==> src/rtl/uart_pkg.sv <==
// rtl/uart_pkg.sv - shared types and constants for the UART transmit path
// Purpose: serializer state encoding and frame constants.
// Ports: none (package).
package uart_pkg;

  typedef enum logic [1:0] {
    IDLE,
    START,
    DATA,
    STOP
  } uart_tx_state_t;

  localparam int   UART_DATA_BITS  = 8;
  localparam logic UART_IDLE_LEVEL = 1'b1;

endpackage

==> src/rtl/uart_tx_arbiter_if.sv <==
// rtl/uart_tx_arbiter_if.sv - requester-side byte handshake bundle
// Purpose: groups the per-requester valid/data/ready vectors.
// Ports (modports):
//   master - drives req_valid/req_data, observes req_ready (byte producers)
//   slave  - observes req_valid/req_data, drives req_ready (arbiter)
interface uart_tx_arbiter_if #(
  parameter int NUM_REQ = 4
);

  logic [NUM_REQ-1:0]   req_valid;
  logic [8*NUM_REQ-1:0] req_data;
  logic [NUM_REQ-1:0]   req_ready;

  modport master (output req_valid, output req_data, input req_ready);
  modport slave  (input req_valid, input req_data, output req_ready);

endinterface

==> src/rtl/uart_tx_serializer.sv <==
// rtl/uart_tx_serializer.sv - baud-timed 8N1 frame serializer
// Purpose: shifts one byte out as start bit, 8 data bits LSB first, stop bit.
// Ports:
//   clk, reset    - clock, asynchronous active-low reset
//   load          - accept load_data and begin a frame (honoured only when idle)
//   load_data     - byte to transmit
//   idle          - serializer is in IDLE and can accept a load
//   Tx            - registered serial line, idle high
module uart_tx_serializer
  import uart_pkg::*;
#(
  parameter int CLKS_PER_BIT = 16
) (
  input  logic                      clk,
  input  logic                      reset,
  input  logic                      load,
  input  logic [UART_DATA_BITS-1:0] load_data,
  output logic                      idle,
  output logic                      Tx
);

  localparam int            CW      = $clog2(CLKS_PER_BIT);
  localparam logic [CW-1:0] CNT_MAX = CW'(CLKS_PER_BIT - 1);
  localparam logic [2:0]    BIT_MAX = 3'(UART_DATA_BITS - 1);

  uart_tx_state_t            state, state_n;
  logic [CW-1:0]             cnt, cnt_n;
  logic [2:0]                bit_idx, bit_n;
  logic [UART_DATA_BITS-1:0] shreg, shreg_n;
  logic                      tx_n;

  always_ff @(posedge clk or negedge reset) begin
    if (!reset) begin
      state   <= IDLE;
      cnt     <= '0;
      bit_idx <= '0;
      shreg   <= '0;
      Tx      <= UART_IDLE_LEVEL;
    end else begin
      state   <= state_n;
      cnt     <= cnt_n;
      bit_idx <= bit_n;
      shreg   <= shreg_n;
      Tx      <= tx_n;
    end
  end

  // Tx is computed from the current state, so the line lags the state by
  // one clock; every bit therefore still lasts exactly CLKS_PER_BIT cycles.
  always_comb begin
    state_n = state;
    cnt_n   = cnt;
    bit_n   = bit_idx;
    shreg_n = shreg;
    tx_n    = UART_IDLE_LEVEL;
    case (state)
      IDLE: begin
        tx_n = UART_IDLE_LEVEL;
        if (load) begin
          shreg_n = load_data;
          cnt_n   = '0;
          bit_n   = '0;
          state_n = START;
        end
      end
      START: begin
        tx_n = 1'b0;
        if (cnt == CNT_MAX) begin
          cnt_n   = '0;
          state_n = DATA;
        end else begin
          cnt_n = cnt + 1'b1;
        end
      end
      DATA: begin
        tx_n = shreg[0];
        if (cnt == CNT_MAX) begin
          cnt_n   = '0;
          shreg_n = {1'b0, shreg[UART_DATA_BITS-1:1]};
          if (bit_idx == BIT_MAX) begin
            bit_n   = '0;
            state_n = STOP;
          end else begin
            bit_n = bit_idx + 3'd1;
          end
        end else begin
          cnt_n = cnt + 1'b1;
        end
      end
      STOP: begin
        tx_n = UART_IDLE_LEVEL;
        if (cnt == CNT_MAX) begin
          cnt_n   = '0;
          state_n = IDLE;
        end else begin
          cnt_n = cnt + 1'b1;
        end
      end
      default: state_n = IDLE;
    endcase
  end

  assign idle = (state == IDLE);

endmodule

==> src/rtl/uart_tx_arbiter.sv <==
// rtl/uart_tx_arbiter.sv - round-robin sharing of one 8N1 UART transmitter
// Purpose: grants one requester per frame and feeds its byte to the serializer.
// Ports:
//   clk, reset - clock, asynchronous active-low reset
//   req        - slave side of the valid/data/ready requester bundle
//   Tx         - serial line, idle high
//   busy       - a frame is on the line
//   grant_id   - owner of the current or most recent frame
module uart_tx_arbiter
  import uart_pkg::*;
#(
  parameter int NUM_REQ      = 4,
  parameter int CLKS_PER_BIT = 16
) (
  input  logic                       clk,
  input  logic                       reset,
  uart_tx_arbiter_if.slave           req,
  output logic                       Tx,
  output logic                       busy,
  output logic [$clog2(NUM_REQ)-1:0] grant_id
);

  localparam int IW = $clog2(NUM_REQ);
  localparam int SW = IW + 1;

  logic [IW-1:0]             rr_ptr, winner, idx;
  logic [SW-1:0]             sum;
  logic                      found, idle, load;
  logic [UART_DATA_BITS-1:0] load_data;

  // Search upward from rr_ptr; the sum never exceeds 2*NUM_REQ-2, so one
  // conditional subtract is enough to wrap it.
  always_comb begin
    found  = 1'b0;
    winner = '0;
    sum    = '0;
    idx    = '0;
    for (int k = 0; k < NUM_REQ; k++) begin
      sum = {1'b0, rr_ptr} + SW'(k);
      if (sum >= SW'(NUM_REQ)) sum = sum - SW'(NUM_REQ);
      idx = sum[IW-1:0];
      if (!found && req.req_valid[idx]) begin
        found  = 1'b1;
        winner = idx;
      end
    end
  end

  // Held low during reset even though the serializer already reads IDLE.
  always_comb begin
    req.req_ready = '0;
    if (reset && idle && found) req.req_ready[winner] = 1'b1;
  end

  assign load = |(req.req_valid & req.req_ready);

  always_comb begin
    load_data = '0;
    for (int k = 0; k < NUM_REQ; k++) begin
      if (winner == IW'(k)) load_data = req.req_data[8*k +: 8];
    end
  end

  always_ff @(posedge clk or negedge reset) begin
    if (!reset) begin
      rr_ptr   <= '0;
      grant_id <= '0;
    end else if (load) begin
      grant_id <= winner;
      rr_ptr   <= (winner == IW'(NUM_REQ - 1)) ? '0 : winner + 1'b1;
    end
  end

  uart_tx_serializer #(
    .CLKS_PER_BIT(CLKS_PER_BIT)
  ) u_ser (
    .clk      (clk),
    .reset    (reset),
    .load     (load),
    .load_data(load_data),
    .idle     (idle),
    .Tx       (Tx)
  );

  assign busy = ~idle;

endmodule

==> src/flat_wrapper.sv <==
// flat-port wrapper written by rule: the top's interface ports become plain ports
module uart_tx_arbiter_flat import uart_pkg::*;
#(
  parameter int NUM_REQ      = 4,
  parameter int CLKS_PER_BIT = 16
)
  (clk, reset, Tx, busy, grant_id, req_req_valid, req_req_data, req_req_ready);
  uart_tx_arbiter_if #(.NUM_REQ(NUM_REQ)) req_i ();
  input  logic clk;
  input  logic reset;
  output logic Tx;
  output logic busy;
  output logic [$clog2(NUM_REQ)-1:0] grant_id;
  input wire logic [$bits(req_i.req_valid)-1:0] req_req_valid;
  input wire logic [$bits(req_i.req_data)-1:0] req_req_data;
  output wire logic [$bits(req_i.req_ready)-1:0] req_req_ready;
  assign req_i.req_valid = req_req_valid;
  assign req_i.req_data = req_req_data;
  assign req_req_ready = req_i.req_ready;
  uart_tx_arbiter #(.NUM_REQ(NUM_REQ), .CLKS_PER_BIT(CLKS_PER_BIT)) u_core (.clk(clk), .reset(reset), .req(req_i), .Tx(Tx), .busy(busy), .grant_id(grant_id));
endmodule
==> config.mk <==
export PLATFORM = sky130hd
export DESIGN_NAME = uart_tx_arbiter_flat
export DESIGN_NICKNAME = d
export VERILOG_FILES = /design/src/rtl/uart_pkg.sv /design/src/rtl/uart_tx_arbiter_if.sv /design/src/rtl/uart_tx_serializer.sv /design/src/rtl/uart_tx_arbiter.sv /design/src/flat_wrapper.sv
export SDC_FILE = /design/constraint.sdc
export NUM_CORES = 1
export LEC_CHECK = 0
export BUFFER_PORTS_ARGS = -buffer_cell sky130_fd_sc_hd__buf_4
export CAP_MARGIN = 40
export CORE_ASPECT_RATIO = 0.9
export CORE_MARGIN = 5
export CORE_UTILIZATION = 35
export CTS_CLUSTER_SIZE = 14
export DETAILED_ROUTE_END_ITERATION = 8
export PLACE_DENSITY = 0.63
export SETUP_SLACK_MARGIN = 0.02
export SYNTH_ARGS = -nofsm -noshare
export SYNTH_HDL_FRONTEND = slang
export SYNTH_HIERARCHICAL = 1
export SYNTH_SLANG_ARGS = --single-unit
==> constraint.sdc <==
create_clock -name clk -period 8.3 [get_ports clk]
set_clock_uncertainty 0.2 [all_clocks]
set_input_delay 1.66 -clock clk [delete_from_list [all_inputs] [get_ports clk]]
set_output_delay 1.66 -clock clk [all_outputs]
set_load 0.005 [all_outputs]
### Word-level counts from Yosys, hierarchy flattened

Cells that the tools add are included.

| cells by class | value |
|---|---|
| shifts and indexed selects | 0 |
| $lt $le $gt $ge | 10 |
| divide/modulo/power cells | 0 |
| $mul | 0 |
| add/subtract/negate cells | 10 |
| equality and inequality tests | 13 |
| bitwise operators | 2 |
| reductions and logical operators | 17 |
| muxes and demuxes | 45 |

Operators by type and width:

| cell | number |
|---|---|
| 8-bit two-way mux | 6 |
| 2-bit two-way mux | 14 |
| 8-bit one-hot mux with 2 select lines | 1 |
| 2-bit by 3-bit less-than comparator with 1-bit output (second input constant) | 5 |
| 4-bit two-way mux | 3 |
| 2-bit inequality test (second input constant) | 5 |
| 3-bit >= comparator (second input constant) | 3 |
| 1-bit two-way mux | 9 |
| 3-bit two-way mux | 3 |
| 1-bit binary-select mux with 2-bit select | 4 |
| 2-bit equality test (second input constant) | 4 |
| 2-bit one-hot mux with 4 select lines | 1 |
| 4-bit one-hot mux with 2 select lines | 1 |
| 2-bit by 1-bit subtractor with 2-bit output (second input constant) | 4 |
| 2-bit by 2-bit adder with 3-bit output (second input constant) | 2 |
| 1-bit logical AND | 6 |
| 3-bit one-hot mux with 2 select lines | 1 |
| 5-bit AND reduction | 1 |
| 4-bit by 1-bit adder with 4-bit output (second input constant) | 1 |
| 4-bit AND | 1 |
| 2-bit by 1-bit equality test with 1-bit output (second input constant) | 2 |
| 4-bit equality test (second input constant) | 1 |
| 2-bit zero test | 2 |
| 4-bit OR reduction | 1 |
| 14 further kinds | 16 |

| word-level totals | value |
|---|---|
| bits in writable memories | 0 |
| output and inout bits | 8 |
| register bits after elaboration | 22 |
| word-level logic and storage cells | 104 |
| bits in latches | 0 |
| memories kept | 0 |
| ROM bits | 0 |
| bits of input ports | 38 |

### Depth between registers and ports, before layout

| depth | value |
|---|---|
| word-level depth | 23 |
| depth in mapped cells | 12 |
| gate-level depth less buffers | 11 |

### Cells and area by module

Netlist, hierarchy kept.

By module, submodules not included:

| module | cells an instance | times used | area an instance (um^2) |
|---|---|---|---|
| uart_tx_serializer | 88 | 1 | 1019.7 |
| uart_tx_arbiter | 76 | 1 | 609.3 |

### Worst setup path before layout

No wires, ideal clock.

| timing path | value |
|---|---|
| kind | input-to-output |
| start point | in req_req_valid[3] |
| end point | out req_req_ready[3] |
| cell stages on the path | 7 |
| path slack | 3509 ps |
| arrival time | 2931 ps |
| data required time | 6440 ps |
| buffers on the path | 2 |
| cells stage by stage | nand3b_1 o21ai_0 a221oi_2 ha_1 clkbuf_2 clkbuf_1 and2_1 |

| between the ends | value |
|---|---|
| longest elaborated chain between the ends | 17 |
| elaborated cells on any way between the ends | 29 |
| classes of those cells | order compare (2); mux (19); reduce/logical (8) |

Ends and longest elaborated chain:

| item | line | RTL |
|---|---|---|
| start, declared | flat_wrapper.sv:14 | `input wire logic [$bits(req_i.req_valid)-1:0] req_req_valid;` |
| 1-bit binary-select mux with 2-bit select | uart_tx_arbiter.sv:42 | `if (!found && req.req_valid[idx]) begin` |
| 1-bit two-way mux (not written as such) | uart_tx_arbiter.sv:42 |  |
| 1-bit two-way mux | uart_tx_arbiter.sv:42 |  |
| 1-bit zero test | uart_tx_arbiter.sv:42 |  |
| 1-bit logical AND | uart_tx_arbiter.sv:42 |  |
| 1-bit two-way mux | uart_tx_arbiter.sv:42 |  |
| 1-bit zero test | uart_tx_arbiter.sv:42 |  |
| 1-bit logical AND | uart_tx_arbiter.sv:42 |  |
| (+2 left out) | n/a |  |
| 1-bit logical AND | uart_tx_arbiter.sv:42 |  |
| 2-bit two-way mux * | uart_tx_arbiter.sv:42 |  |
| named net u_core.winner[1] | uart_tx_arbiter.sv:26 | `logic [IW-1:0] rr_ptr, winner, idx;` |
| 2-bit by 3-bit less-than comparator with 1-bit output (not written as such) or 2-bit by 1-bit >= comparator with 1-bit output (tied branches) | uart_tx_arbiter.sv:52 | `if (reset && idle && found) req.req_ready[winner] = 1'b1;` |
| 1-bit logical AND (not written as such) | uart_tx_arbiter.sv:52 |  |
| 1-bit two-way mux (not written as such) | uart_tx_arbiter.sv:52 |  |
| 1-bit demux with 2-bit select * | n/a |  |
| 4-bit two-way mux * | uart_tx_arbiter.sv:52 |  |
| end, declared | flat_wrapper.sv:16 | `output wire logic [$bits(req_i.req_ready)-1:0] req_req_ready;` |

The timed path passes the listed nets; every way through them passes the cells marked *. The select of a mux whose other input is x is not followed.

### Final worst setup path

| timing path | value |
|---|---|
| start point | in req_req_valid[2] |
| end point | out req_req_ready[3] |

Same word-level chain as after synthesis.

==> impl_metrics.toml <==
[routing]
m1WireLength_um = 1664
wl_met2_um = 1705
wirelength_um = 3650
via_per_inst = 5.045
dr.pass1.iters = 4
antenna_left = 0
route.vias.total = 1352
maxUsedRoutingLayer = "met4"
drc_errors = 0
wl_per_cell_um = 13.62
drtIter0Drc = 57
route.met3.wl_um = 267

[floorplan]
fp.dieArea_sq_um = 6121
die_height_um = 74.73
coreArea_sq_um = 4489
num_rows = 23
die-width_um = 81.92
pin_count = 46
start_util_pct = 36.29

[yosys]
synth_seq_area_share_pct = 33.87
syn_nets = 216
synth_area_leader_cell = "dfrtp_1"
yosys_warnings = 6
ys_types = 39
synth_flop_cell = "dfrtp_1"
ys_seq_elements = 22
synth_async_sr_flop_share_pct = 100.0
synth_common_cells = "21 x dfrtp_1, 17 x mux2_2, 14 x ha_1, 13 x nand2_1, 12 x inv_1"
netlist_instances = 164
synth_area_sq_um = 1629
syn_area_per_cell_sq_um = 9.933
synth.area.top_cells = "dfrtp_1 32%, mux2_2 12%, ha_1 11%, a221oi_1 3.8%, o31ai_1 3.7%"
synth_top_cell_area_share_pct = 32.26
synth.most_common_cell = "dfrtp_1"
synth_edf_count = 0

[clock_network]
cts_buffer_depth = 2
cts_made_buffers = 3
cts_sinks = 22
htreeDepth = 1
clock_latency_ns = 0.26
clkTransAtPathRegs_ns = 0.08
root_buffer = "clkbuf_8"
cts_resized = 0
post_cts_buffers = 0
cts_tree = "built"
holdBufCountCts = 0

[timing]
worst_pin_slew_ns = 0.8395
relSlewSlack_pct = 43.93
drv_slew = 0
tns_ns = 0
fin_hold_ws_ns = 0.3072
rsz0062_at_grt = "no"
hold_violations = 0
fin_crit_sh_pct = 61.99
fmax_ghz = 0.1944
post-route-min-period_ns = 5.145
worst_slack_ns = 3.155
setup_viol = 0

[pwr]
leakagePower_uw = 0.0009650
peakVddDrop_uv = 72.80
powerDensity_nw_per_um2 = 113.4

[worst_setup_path]
critPathMaxFanout = 19
crit_type = "primary input to primary output"
crit_path_start_kind = "primary input"
required_ns = 6.44
worstPathArrival_ns = 3.28
end_kind = "primary output"

[finish]
area_growth_pct = 26.19
drive_gt1_share_pct = 36.89
fin_nets = 259
stdcell_count = 268
diodes = 0
register_area_sq_um = 551.8
fin_area_sq_um = 2056
multi_input_area_sq_um = 988.4
nFillCells = 474

[placement]
pre_cts_slack_ns = 2.989
place_area_sq_um = 2001
hpwlAfterDp_um = 2814
dp.cells = 264
place_congestion = 0.7427
portBuffers = 45

[global_routing]
overflow = 0
grt_pass1_wl_um = 6272
grt_usage_pct = 12.78
antenna_found_initial = 0
grt_pass1_vias = 1370
grt_start_max_net_pins = 24

[outcome]
status = "completed"

[run]
maxCapViolCount = 0

[min_path]
worst_hold_path_type = "flip-flop to flip-flop"
[worst max-delay path: stages]
cell and delay (ns):
buf_4 0.13, and3_1 0.18, a211oi_2 0.39, ha_1 0.60, and2_1 0.21, buf_4 0.11
[per-stage QoR]
step	utilization [%]	total power [uW]
finish	45.79	233.1
global route	45.79	247.2
CTS	45.79	237.5
detailed placement	44.57	159.1
global placement	44.57	158.5
floorplan	-	136.3
[cells in the final DEF, fill, tap and decap left out, types with 3 or more instances in the layout]
cell	count
buf_4	45
dfrtp_1	21
mux2_2	17
ha_1	14
nand2_1	13
inv_1	12
o21ai_0	9
nor2b_1	8
o31ai_1	8
nor2_1	7
a221oi_1	7
a21oi_1	5
clkbuf_8	4
nand2b_1	4
and2_1	4
mux2_1	3
[registers in the layout (all words and copies together) (netlist names)]
name                  flops
u_core/u_ser/shreg        8
u_core/u_ser/cnt          4
u_core/u_ser/bit_idx      3
u_core/grant_id           2
u_core/rr_ptr             2
u_core/u_ser/state        2
u_core/u_ser/Tx           1
[power by group]
part	total [uW]	internal (uW)	switching, uW
logic	43.2	24.2	19.0
clock network	76.8	42.3	34.6
registers	113	111	1.71
[metal layers]
layer	vias up	GRT usage (%)
met3	2	3.230
met4	0	1.661
met5	-	0
li1	677	-
met2	29	21.61
met1	644	17.03
[kinds of logic after synthesis]
group	Yosys count	synth area share, %
AND/OR/NAND/NOR	46	15.44
AO/OA/AOI/OAI	42	20.05
flip-flops	22	33.87
multiplexers	21	14.44
buffers and inverters	19	5.452
adder cells (fa/ha/maj)	14	10.75
[cell type report]
class                           count  share of cell area [%]
Sequential cell                    22                   26.84
Clock buffer                        4                   2.678
Multi-Input combinational cell    123                   48.08
Timing Repair Buffer               45                   16.43
Inverter                           12                   2.191
Tap cell                           62                   3.774
[path summary, 6_finish.rpt]
path	start	end	slack [ns]	depth (start not counted)
worst min register to register	u_core/u_ser/shreg[2]$_DFFE_PN0P_	u_core/u_ser/shreg[2]$_DFFE_PN0P_	0.31	1
min in group asynchronous	reset	u_core/u_ser/state[0]$_DFFE_PN0P_	1.08	1
worst max register to register	u_core/rr_ptr[1]$_DFFE_PN0P_	u_core/u_ser/shreg[0]$_DFFE_PN0P_	4.36	8
worst min-delay path	u_core/u_ser/shreg[2]$_DFFE_PN0P_	u_core/u_ser/shreg[2]$_DFFE_PN0P_	0.31	1
worst max-delay path	req_req_valid[2]	req_req_ready[3]	3.16	6
max in group asynchronous	reset	u_core/u_ser/Tx$_DFF_PN1_	6.55	1
Power figures use the tool's default switching activity.
